[src/rtl/useq_ctrl.sv]
// Microprogram sequencer: holds the uPC that addresses the control store,
// steps it one microword per cycle, performs the operand (sb) and execute (ib)
// decode dispatches, stalls on memory, stops on the halt opcode and counts
// retired instructions.
module useq_ctrl #(
    parameter int UADDR_W = 6,   // control-store layout below assumes 6
    parameter int CNT_W   = 16
) (
    input  logic               clk,
    input  logic               reset,
    input  logic               start,
    input  logic [2:0]         ib,
    input  logic [2:0]         sb,
    input  logic [1:0]         nac,
    input  logic               uwait,
    input  logic               mem_ready,
    output logic [UADDR_W-1:0] uaddr,
    output logic               running,
    output logic               halted,
    output logic               stall,
    output logic [CNT_W-1:0]   instr_cnt
);

    typedef enum logic [1:0] {
        ST_IDLE   = 2'd0,
        ST_RUN    = 2'd1,
        ST_HALTED = 2'd2
    } state_t;

    // Next-address-control encodings of the current microword.
    localparam logic [1:0] NAC_NEXT      = 2'b00;
    localparam logic [1:0] NAC_DISP_OPER = 2'b01;
    localparam logic [1:0] NAC_DISP_EXEC = 2'b10;
    localparam logic [1:0] NAC_FETCH     = 2'b11;

    state_t               state_q, state_d;
    logic [UADDR_W-1:0]   uaddr_q, uaddr_d;
    logic [CNT_W-1:0]     cnt_q,   cnt_d;

    // Routine entry points: operand routines live in the lower half of the
    // store, execute routines in the upper half, four words per routine.
    logic [UADDR_W-1:0]   oper_target;
    logic [UADDR_W-1:0]   exec_target;

    assign oper_target = UADDR_W'({1'b0, sb, 2'b00});
    assign exec_target = UADDR_W'({1'b1, ib, 2'b00});

    assign running   = (state_q == ST_RUN);
    assign halted    = (state_q == ST_HALTED);
    // A waiting microword releases in the same cycle memory is ready, so the
    // handshake costs no extra cycle.
    assign stall     = running & uwait & ~mem_ready;
    assign uaddr     = uaddr_q;
    assign instr_cnt = cnt_q;

    // State, uPC and retired-instruction counter registers.
    always_ff @(posedge clk) begin
        // NOTE: sequential state uses non-blocking assignments so every
        // register samples the pre-edge values of the others.
        if (reset) begin
            state_q <= ST_IDLE;
            uaddr_q <= '0;
            cnt_q   <= '0;
        end else begin
            state_q <= state_d;
            uaddr_q <= uaddr_d;
            cnt_q   <= cnt_d;
        end
    end

    // Next-state, next-uPC and counter logic; stall takes priority over nac.
    always_comb begin
        // NOTE: every output of this block gets a default first, so no path
        // leaves a signal unassigned and no latch is inferred.
        state_d = state_q;
        uaddr_d = uaddr_q;
        cnt_d   = cnt_q;

        unique case (state_q)
            ST_IDLE, ST_HALTED: begin
                uaddr_d = '0;
                if (start) begin
                    state_d = ST_RUN;
                end
            end

            ST_RUN: begin
                if (!stall) begin
                    unique case (nac)
                        NAC_NEXT: begin
                            uaddr_d = uaddr_q + UADDR_W'(1);
                        end
                        NAC_DISP_OPER, NAC_DISP_EXEC: begin
                            // An instruction without an operand phase falls
                            // straight through to its execute dispatch.
                            if (nac == NAC_DISP_OPER && sb != 3'd0) begin
                                uaddr_d = oper_target;
                            end else if (ib != 3'd0) begin
                                uaddr_d = exec_target;
                            end else begin
                                // Halt opcode: stop without retiring.
                                state_d = ST_HALTED;
                                uaddr_d = '0;
                            end
                        end
                        NAC_FETCH: begin
                            uaddr_d = '0;
                            cnt_d   = cnt_q + CNT_W'(1);
                        end
                        default: begin
                            uaddr_d = uaddr_q;
                        end
                    endcase
                end
            end

            default: begin
                state_d = ST_IDLE;
                uaddr_d = '0;
            end
        endcase
    end

endmodule

[config.mk]
export PLATFORM = sky130hd
export DESIGN_NAME = useq_ctrl
export DESIGN_NICKNAME = d
export VERILOG_FILES = /design/src/rtl/useq_ctrl.sv
export SDC_FILE = /design/constraint.sdc
export NUM_CORES = 1
export LEC_CHECK = 0
export BUFFER_PORTS_ARGS = -buffer_cell sky130_fd_sc_hd__buf_2
export CAP_MARGIN = 20
export CORE_ASPECT_RATIO = 0.5
export CORE_MARGIN = 2
export CORE_UTILIZATION = 35
export CTS_CLUSTER_SIZE = 8
export DETAILED_ROUTE_END_ITERATION = 12
export GPL_ROUTABILITY_DRIVEN = 0
export PLACE_DENSITY = 0.68
export SETUP_SLACK_MARGIN = 0.3
export SLEW_MARGIN = 30
export SYNTH_ARGS = -nofsm -noshare
export SYNTH_HDL_FRONTEND = slang
export SYNTH_SLANG_ARGS = --single-unit
[constraint.sdc]
create_clock -name clk -period 2 [get_ports clk]
set_clock_uncertainty 0.2 [all_clocks]
set_input_delay 0.1 -clock clk [delete_from_list [all_inputs] [get_ports clk]]
set_output_delay 0.1 -clock clk [all_outputs]
set_load 0.005 [all_outputs]
# ---- Word-level counts from Yosys, hierarchy flattened
# Index checks and enable logic that the tools add are counted.
dict set report op_classes {
  add_sub_neg 2
  n_eq_ne 10
  n_mux 9
  n_bitwise 5
  n_reduce_logical 10
}
# op count
set op_table {}
lappend op_table {{$pmux 6 s3} 1}
lappend op_table {{$add 16x1->16 const B} 1}
lappend op_table {{$mux 6} 2}
lappend op_table {{$mux 2} 5}
lappend op_table {{$ne 2x2->1 const B} 4}
lappend op_table {{$add 6x1->6 const B} 1}
lappend op_table {{$eq 2x2->1 const B} 3}
lappend op_table {{$reduce_bool 3->1} 2}
lappend op_table {{$reduce_or 2->1} 3}
lappend op_table {{$reduce_and 5->1} 1}
lappend op_table {{$eq 2x1->1 const B} 2}
lappend op_table {{$logic_not 2->1} 2}
lappend op_table {{$pmux 2 s2} 1}
lappend op_table {{$not 1->1} 3}
lappend op_table {{$reduce_and 3->1} 1}
lappend op_table {{$and 1x1->1} 2}
lappend op_table {{$ne 2x1->1 const B} 1}
lappend op_table {{$logic_and 1x1->1} 1}
dict set report totals {
  register_bits 24
  wordCells 39
}

# ---- Depth between registers and ports, before layout
# Gate-level depths: netlist (run 1).
dict set report logic_depth {
  ltp_word 6
  depth_mapped 7
  ltp_nobuf 7
}

# ---- Worst setup path before layout (run 1)
# Ideal clock, no wire load.
dict set report synth_path {
  path_type {reg2reg}
  from {register cnt_q[0] (netlist: instr_cnt[0])}
  to {register cnt_q[15] (netlist: instr_cnt[15])}
  setup_time_ns 0.070
  arrival_time_ns 1.547
  t_required_ns 1.730
  path_slack_ns 0.182
  path_stages_with_launch 6
  n_path_buf 1
  period_less_slack_ns 1.818
  path_cell_list {dfxtp_1 > nand4_1 > or3_1 > buf_2 > or4_1 > a21oi_1}
}
dict set report synth_via {
  elab_chain_cells 1
}
# element line_no
set synth_rtl {}
lappend synth_rtl {{from (decl)} 38} ;# logic [CNT_W-1:0] cnt_q, cnt_d;
lappend synth_rtl {{from (signal assigned)} 67} ;# cnt_q <= cnt_d;
lappend synth_rtl {{$add 16x1->16} 108} ;# cnt_d = cnt_q + CNT_W'(1);
# Every way passes these cells.
# A chain may end at the register's enable or synchronous reset.

# ---- Worst setup path after layout (run 1)
dict set report layout_path {
  from {register cnt_q[1] (netlist: instr_cnt[1])}
  to {register cnt_q[9] (netlist: instr_cnt[9])}
}
# Same word-level chain as after synthesis.

==> out/metrics.cfg, run 1 <==
[worst_hold_path]
hold_class = in2reg
hp-start = mem_ready
hold_end = uaddr[0]$_SDFFE_PP0N_
whs_path_depth = 4

[global_route]
grt_pass1_wl_um = 5110
antenna_found_initial = 0
grt_max_degree = 22
grt_overflow = 0
track_usage = 0.162
grt_pass1_vias = 1132

[worst_setup_path]
cp-start-kind = flip-flop
required_ns = 1.99
worst-path-max-fanout = 5
cp-end-kind = flip-flop
r2r_slack_ns = 0.22
worstSetupPathType = reg2reg
worstPathArrival_ns = 1.78
reg2reg_depth = 4
r2r_start = instr_cnt[1]$_SDFFE_PP0P_
timing.rr.end = instr_cnt[9]$_SDFFE_PP0P_

[timing]
period_needed_ns = 1.78
rsz0062_at_grt = true
drv_slew = 0
final.setup.tns_ns = 0
setup_viol = 0
relSlewSlack = 0.683
report.final.hold_viol_count = 0
worst_pin_slew_ns = 0.474
fin_crit_sh = 0.890
timing.final.ws_setup_ns = 0.219
max_freq_ghz = 0.562

[clock_network]
cts-root-buf = clkbuf_8
cts_buffers = 3
cts_htree_levels = 1
cts_tree = yes
clk_path_buf_depth = 2
clock_latency_ns = 0.27
path_clk_slew_ns = 0.09
clkSinkCount = 24

[pwr]
power.density_nw_per_um2 = 522
ir_drop_uv = 232
leakagePower_nw = 0.743

[placed_design]
dpl_worst_slack_ns = 0.0735
io_buffers = 37
dp.final_hpwl_um = 2280

[logic_synthesis]
synthFlopType = dfxtp_1
synth_area_per_cell_um2 = 8.39
syn_inst = 153
ys_ff_latch = 24
yosysSeqAreaShare = 0.374
synth_edf_count = 0
syn-cell-area_um2 = 1280
synthArstFlopShare = 0
yosys_warnings = 0
synth_cell_types = 39
synthesis.nets = 171

[cells_and_area]
multiInputGateArea_um2 = 833
regArea_um2 = 500
drive_gt1_frac = 0.399
syn2layout_area_growth_pct = 37.4
final_common_cell = buf_2
fillers = 331
fin_nets = 222
layout_common_cells = buf_2, nor2_1, dfxtp_1
antenna_cells = 0

[floorplanning]
start_util = 0.370
ioPinCount = 38
dieWidth_um = 89.7
dieHeight_um = 46.8
coreArea_um2 = 3470
fp-row-count = 15
die-area_um2 = 4200

[drt]
drtIter0Drc = 53
num_vias = 1335
wl_um = 3280
routed_via_density = 5.26
drc = 0
firstDrtPassIters = 4
ant_nets = 0
drt-wirelength-per-cell_um = 12.9

[job]
drv_cap = 0

[run_status]
outcome = completed

## cell families (layout without fill, tap and decap cells)
family,after synthesis,in the layout,synth area share
simple gates,65,66,0.284
compound gates,39,39,0.196
flops,24,24,0.374
buf+inv,11,60,0.0331
xor+xnor,7,7,0.0478
fa+ha+maj,5,5,0.0487
mux,2,2,0.0166
## cells in the mapped netlist (all sizes together), types with 3 or more instances
cell / count / share of area
a21oi: 13 / 0.051
nand3: 8 / 0.031
clkbuf: 3 / 0.0088
nor2: 15 / 0.044
o21ai: 5 / 0.019
o31ai: 7 / 0.041
nor2b: 3 / 0.015
nand4: 8 / 0.039
xor2: 5 / 0.034
nand2: 8 / 0.023
or3: 3 / 0.015
inv: 6 / 0.018
nand2b: 4 / 0.025
dfxtp: 24 / 0.37
ha: 5 / 0.049
or4: 6 / 0.035
a22oi: 3 / 0.018
## area by class of cell
cell class,instances,area share
clock buffer,4,0.0312
sequential,24,0.284
timing repair buffer,50,0.164
inverter,6,0.0128
tap,51,0.0362
multi-input combinational,119,0.472
## worst max-delay path by stage
stage | start | to | slack [ns] | depth (start not counted)
final | instr_cnt[1]$_SDFFE_PP0P_ | instr_cnt[9]$_SDFFE_PP0P_ | 0.22 | 4
after global routing | instr_cnt[1]$_SDFFE_PP0P_ | instr_cnt[15]$_SDFFE_PP0P_ | 0.12 | 4
after CTS | instr_cnt[0]$_SDFFE_PP0P_ | instr_cnt[9]$_SDFFE_PP0P_ | 0.24 | 4
after detailed placement | nac[0] | instr_cnt[9]$_SDFFE_PP0P_ | 0.07 | 6
after global placement | nac[0] | instr_cnt[15]$_SDFFE_PP0P_ | 0.13 | 6
after floorplan | instr_cnt[2]$_SDFFE_PP0P_ | instr_cnt[11]$_SDFFE_PP0P_ | 0.26 | 5
## power by group
group | internal, mW | switching (mW)
logic | 0.0440 | 0.0586
clock network | 0.176 | 0.157
registers | 0.479 | 0.00672
## state kept, by name, indices dropped and copies added (netlist names)
register and flops:
instr_cnt 16, state_q 2, uaddr 6
## routing by layer
metal | global-route usage | routed length [um] | vias to the layer above
li1 | - | - | 677
met1 | 0.207 | 1550 | 626
met2 | 0.269 | 1550 | 26
met3 | 0.0404 | 118 | 6
met4 | 0.0657 | 59 | 0
met5 | 0 | 0 | -
## what timing repair did
action | CTS | global route
pin swaps | 8 | 6
endpoints found under the hold margin | 2 | 0
cloned | 1 | 0
setup endpoints to repair | 7 | 10
hold buffers | 1 | 0
gates resized for setup | 13 | 8
setup buffers | 5 | 4
## critical path: stages (launching register included)
cell	delay [ns]
dfxtp_4	0.37
nand4_1	0.17
or3_4	0.40
or4_1	0.42
a21oi_1	0.14
## stage by stage
stage | util | area (um2) | total power, mW | instances | hold slack [ns]
4_1_cts | 0.497 | 1730 | 0.928 | 250 | 0.000360
3_5_place_dp | 0.448 | 1560 | 0.596 | 239 | 0.251
2_1_floorplan | - | 1320 | 0.556 | 153 | 0.0998
3_3_place_gp | 0.448 | 1560 | 0.593 | 239 | 0.223
5_1_grt | 0.508 | 1760 | 0.968 | 254 | 0.0346
6_report | 0.508 | 1760 | 0.921 | 254 | 0.00930
Note: power is estimated with default switching activity, not from simulation.
==> run 2, diff against run 1 <==
--- a/config.mk
+++ b/config.mk
@@ -7,13 +7,15 @@
 export LEC_CHECK = 0
 export BUFFER_PORTS_ARGS = -buffer_cell sky130_fd_sc_hd__buf_2
 export CAP_MARGIN = 20
+export CELL_PAD_IN_SITES_DETAIL_PLACEMENT = 1
+export CELL_PAD_IN_SITES_GLOBAL_PLACEMENT = 2
 export CORE_ASPECT_RATIO = 0.5
 export CORE_MARGIN = 2
-export CORE_UTILIZATION = 35
+export CORE_UTILIZATION = 29
 export CTS_CLUSTER_SIZE = 8
 export DETAILED_ROUTE_END_ITERATION = 12
 export GPL_ROUTABILITY_DRIVEN = 0
-export PLACE_DENSITY = 0.68
+export PLACE_DENSITY = 0.88
 export SETUP_SLACK_MARGIN = 0.3
 export SLEW_MARGIN = 30
 export SYNTH_ARGS = -nofsm -noshare
==> constraint.sdc (replaced) <==
create_clock -name clk -period 2 [get_ports clk]
set_clock_uncertainty 0.2 [all_clocks]
set_input_delay 0 -clock clk [delete_from_list [all_inputs] [get_ports clk]]
set_output_delay 0 -clock clk [all_outputs]
set_load 0.005 [all_outputs]
==> run 2 against run 1 <==
Compared with the run above: die area is 19% higher; cell area is 8.5% higher; maximum frequency is 0.19% higher; setup slack better by 0.0034 ns; power is 15% higher; first-iteration DRC count is 53% lower; clock power is 30% higher; critical path depth stayed put; sequential share of layout area is 2.4 points lower; count of clock-buffer cells in the layout is 1 lower; largest cell class unchanged.
==> out/metrics.cfg, run 2 (synthesis results as in run 1) <==
[run_status]
outcome = completed  ; unchanged

[cells_and_area]
layout_common_cells = buf_2, buf_4, nor2_1  ; was buf_2, nor2_1, dfxtp_1
drive_gt1_frac = 0.428  ; was 0.399
largest_reg_flops = 16  ; unchanged
final_common_cell = buf_2  ; unchanged
antenna_cells = 0  ; unchanged
regArea_um2 = 498  ; was 500 um2
multiInputGateArea_um2 = 863  ; was 833 um2
fin_nets = 234  ; was 222
syn2layout_area_growth_pct = 49.1  ; was 37.4%
final_cells = 272  ; was 254
fillers = 530  ; was 331

[pwr]
ir_drop_uv = 261  ; was 232 uV
pwr-share-seq = 0.460  ; was 0.527
p_total_mw = 1.06  ; was 0.921 mW
clockPowerShare = 0.409  ; was 0.361
swShare = 0.231  ; was 0.241
leakagePower_nw = 0.806  ; was 0.743 nW
p_int_mw = 0.815  ; was 0.699 mW
switching_power_mw = 0.244  ; was 0.222 mW
pwr-share-comb = 0.130  ; was 0.111
power.density_nw_per_um2 = 553  ; was 522 nW/um2

[clock_network]
path_clk_slew_ns = 0.09  ; about the same
clock_latency_ns = 0.27  ; about the same
clkSinkCount = 24  ; unchanged
cts_htree_levels = 1  ; unchanged
cts_buffers = 3  ; unchanged
clk_path_buf_depth = 2  ; unchanged
cts-root-buf = clkbuf_8  ; unchanged
cts_tree = yes  ; unchanged

[timing]
worst_pin_slew_ns = 0.427  ; was 0.474 ns
relSlewSlack = 0.715  ; was 0.683
fin_crit_sh = 0.889  ; was 0.890
rsz0062_at_grt = true  ; unchanged
whs_ns = 0.00333  ; was 0.00930 ns
setup_viol = 0  ; unchanged
period_needed_ns = 1.78  ; about the same
report.final.hold_viol_count = 0  ; unchanged
final.setup.tns_ns = 0  ; unchanged
max_freq_ghz = 0.563  ; was 0.562 GHz
drv_slew = 0  ; unchanged

[worst_hold_path]
hold_class = in2reg  ; unchanged
hp-start = ib[0]  ; was mem_ready

[worst_setup_path]
worst-path-max-fanout = 4  ; was 5
worstPathArrival_ns = 1.73  ; was 1.78 ns
crit_start = instr_cnt[1]$_SDFFE_PP0P_  ; unchanged
r2r_start = instr_cnt[1]$_SDFFE_PP0P_  ; unchanged
worstSetupPathType = reg2reg  ; unchanged
slowest_delay_ns = 0.53  ; was 0.42 ns
cp-end-kind = flip-flop  ; unchanged
crit_chain = nand4_1 > or3_2 > o31ai_1 > a21oi_1  ; was nand4_1 > or3_4 > or4_1 > a21oi_1
required_ns = 1.95  ; was 1.99 ns
cp-start-kind = flip-flop  ; unchanged
path_buf_inv = 0  ; unchanged
crit_family = simple AND/OR/NAND/NOR gates  ; unchanged
critical-path-slowest-cell = or3_2  ; was or4_1

[floorplanning]
dieWidth_um = 98.1  ; was 89.7 um
die-area_um2 = 5010  ; was 4200 um2
coreArea_um2 = 4320  ; was 3470 um2
ioPinCount = 38  ; unchanged
start_util = 0.297  ; was 0.370
dieHeight_um = 51.0  ; was 46.8 um
fp-row-count = 17  ; was 15

[job]
drv_cap = 0  ; unchanged

[global_route]
grt_max_degree = 22  ; unchanged
grt_overflow = 0  ; unchanged
track_usage = 0.157  ; was 0.162
antenna_found_initial = 0  ; unchanged
grt_pass1_vias = 1314  ; was 1132
grt_pass1_wl_um = 6410  ; was 5110 um

[placed_design]
dp.cells = 246  ; was 239
io_buffers = 37  ; unchanged
dp.final_hpwl_um = 2680  ; was 2280 um

[drt]
drt-wirelength-per-cell_um = 16.8  ; was 12.9 um
num_vias = 1463  ; was 1335
routed_via_density = 5.38  ; was 5.26
firstDrtPassIters = 4  ; unchanged
ant_nets = 0  ; unchanged
drtIter0Drc = 25  ; was 53
drc = 0  ; unchanged
wl_um = 4570  ; was 3280 um

-- run 2: timing repair --
action	4_1_cts	5_1_grt
hold buffers	6	0
gates resized for setup	9	16
pin swaps	7	4
hold endpoints to repair	19	0
setup buffers	3	12
setup endpoints to repair	8	11
cloned	1	1
-- run 2: final cells by class --
cell class              instances  share of cell area
clock inverters                 1              0.0157
inverters                       6              0.0150
flip-flops and latches         24               0.260
multi-input cells             120               0.451
repair buffers                 61               0.199
clock buffers                   3              0.0216
well taps                      57              0.0373
-- run 2: power groups by stage --
stage               Sequential (mW)  Clock (mW)  Combinational [mW]
floorplan                     0.499           0              0.0569
global placement              0.500           0              0.0956
detailed placement            0.500           0              0.0980
CTS                           0.487       0.441               0.109
global route                  0.488       0.461               0.151
finish                        0.488       0.434               0.138
-- run 2: worst reg2reg max path, cell delays in order (launching register included) --
cell and delay (ns):
dfxtp_4 0.38, nand4_1 0.19, or3_2 0.53, o31ai_1 0.27, a21oi_1 0.10
-- run 2: worst paths after layout --
kind	to	slack, ns	cells past startpoint
setup / recovery	instr_cnt[13]$_SDFFE_PP0P_	0.22	4
hold reg to reg	uaddr[1]$_SDFFE_PP0N_	0.30	2
setup reg to reg	instr_cnt[13]$_SDFFE_PP0P_	0.22	4
hold / removal	state_q[1]$_SDFFE_PP0P_	0.003	5
-- run 2: routing by layer --
layer	up-vias	GRT usage	wire, um
met5	-	0	0
met4	0	0.0347	54
met3	7	0.0287	140
met2	24	0.285	2330
met1	727	0.198	2050
li1	705	-	-
-- run 2: stage by stage --
step | setup WS [ns] | instance area, um2 | utilization
finish | 0.223 | 1910 | 0.443
global route | 0.123 | 1910 | 0.443
CTS | 0.245 | 1780 | 0.412
detailed placement | 0.117 | 1570 | 0.364
global placement | 0.162 | 1570 | 0.364
floorplan | 0.254 | 1320 | -
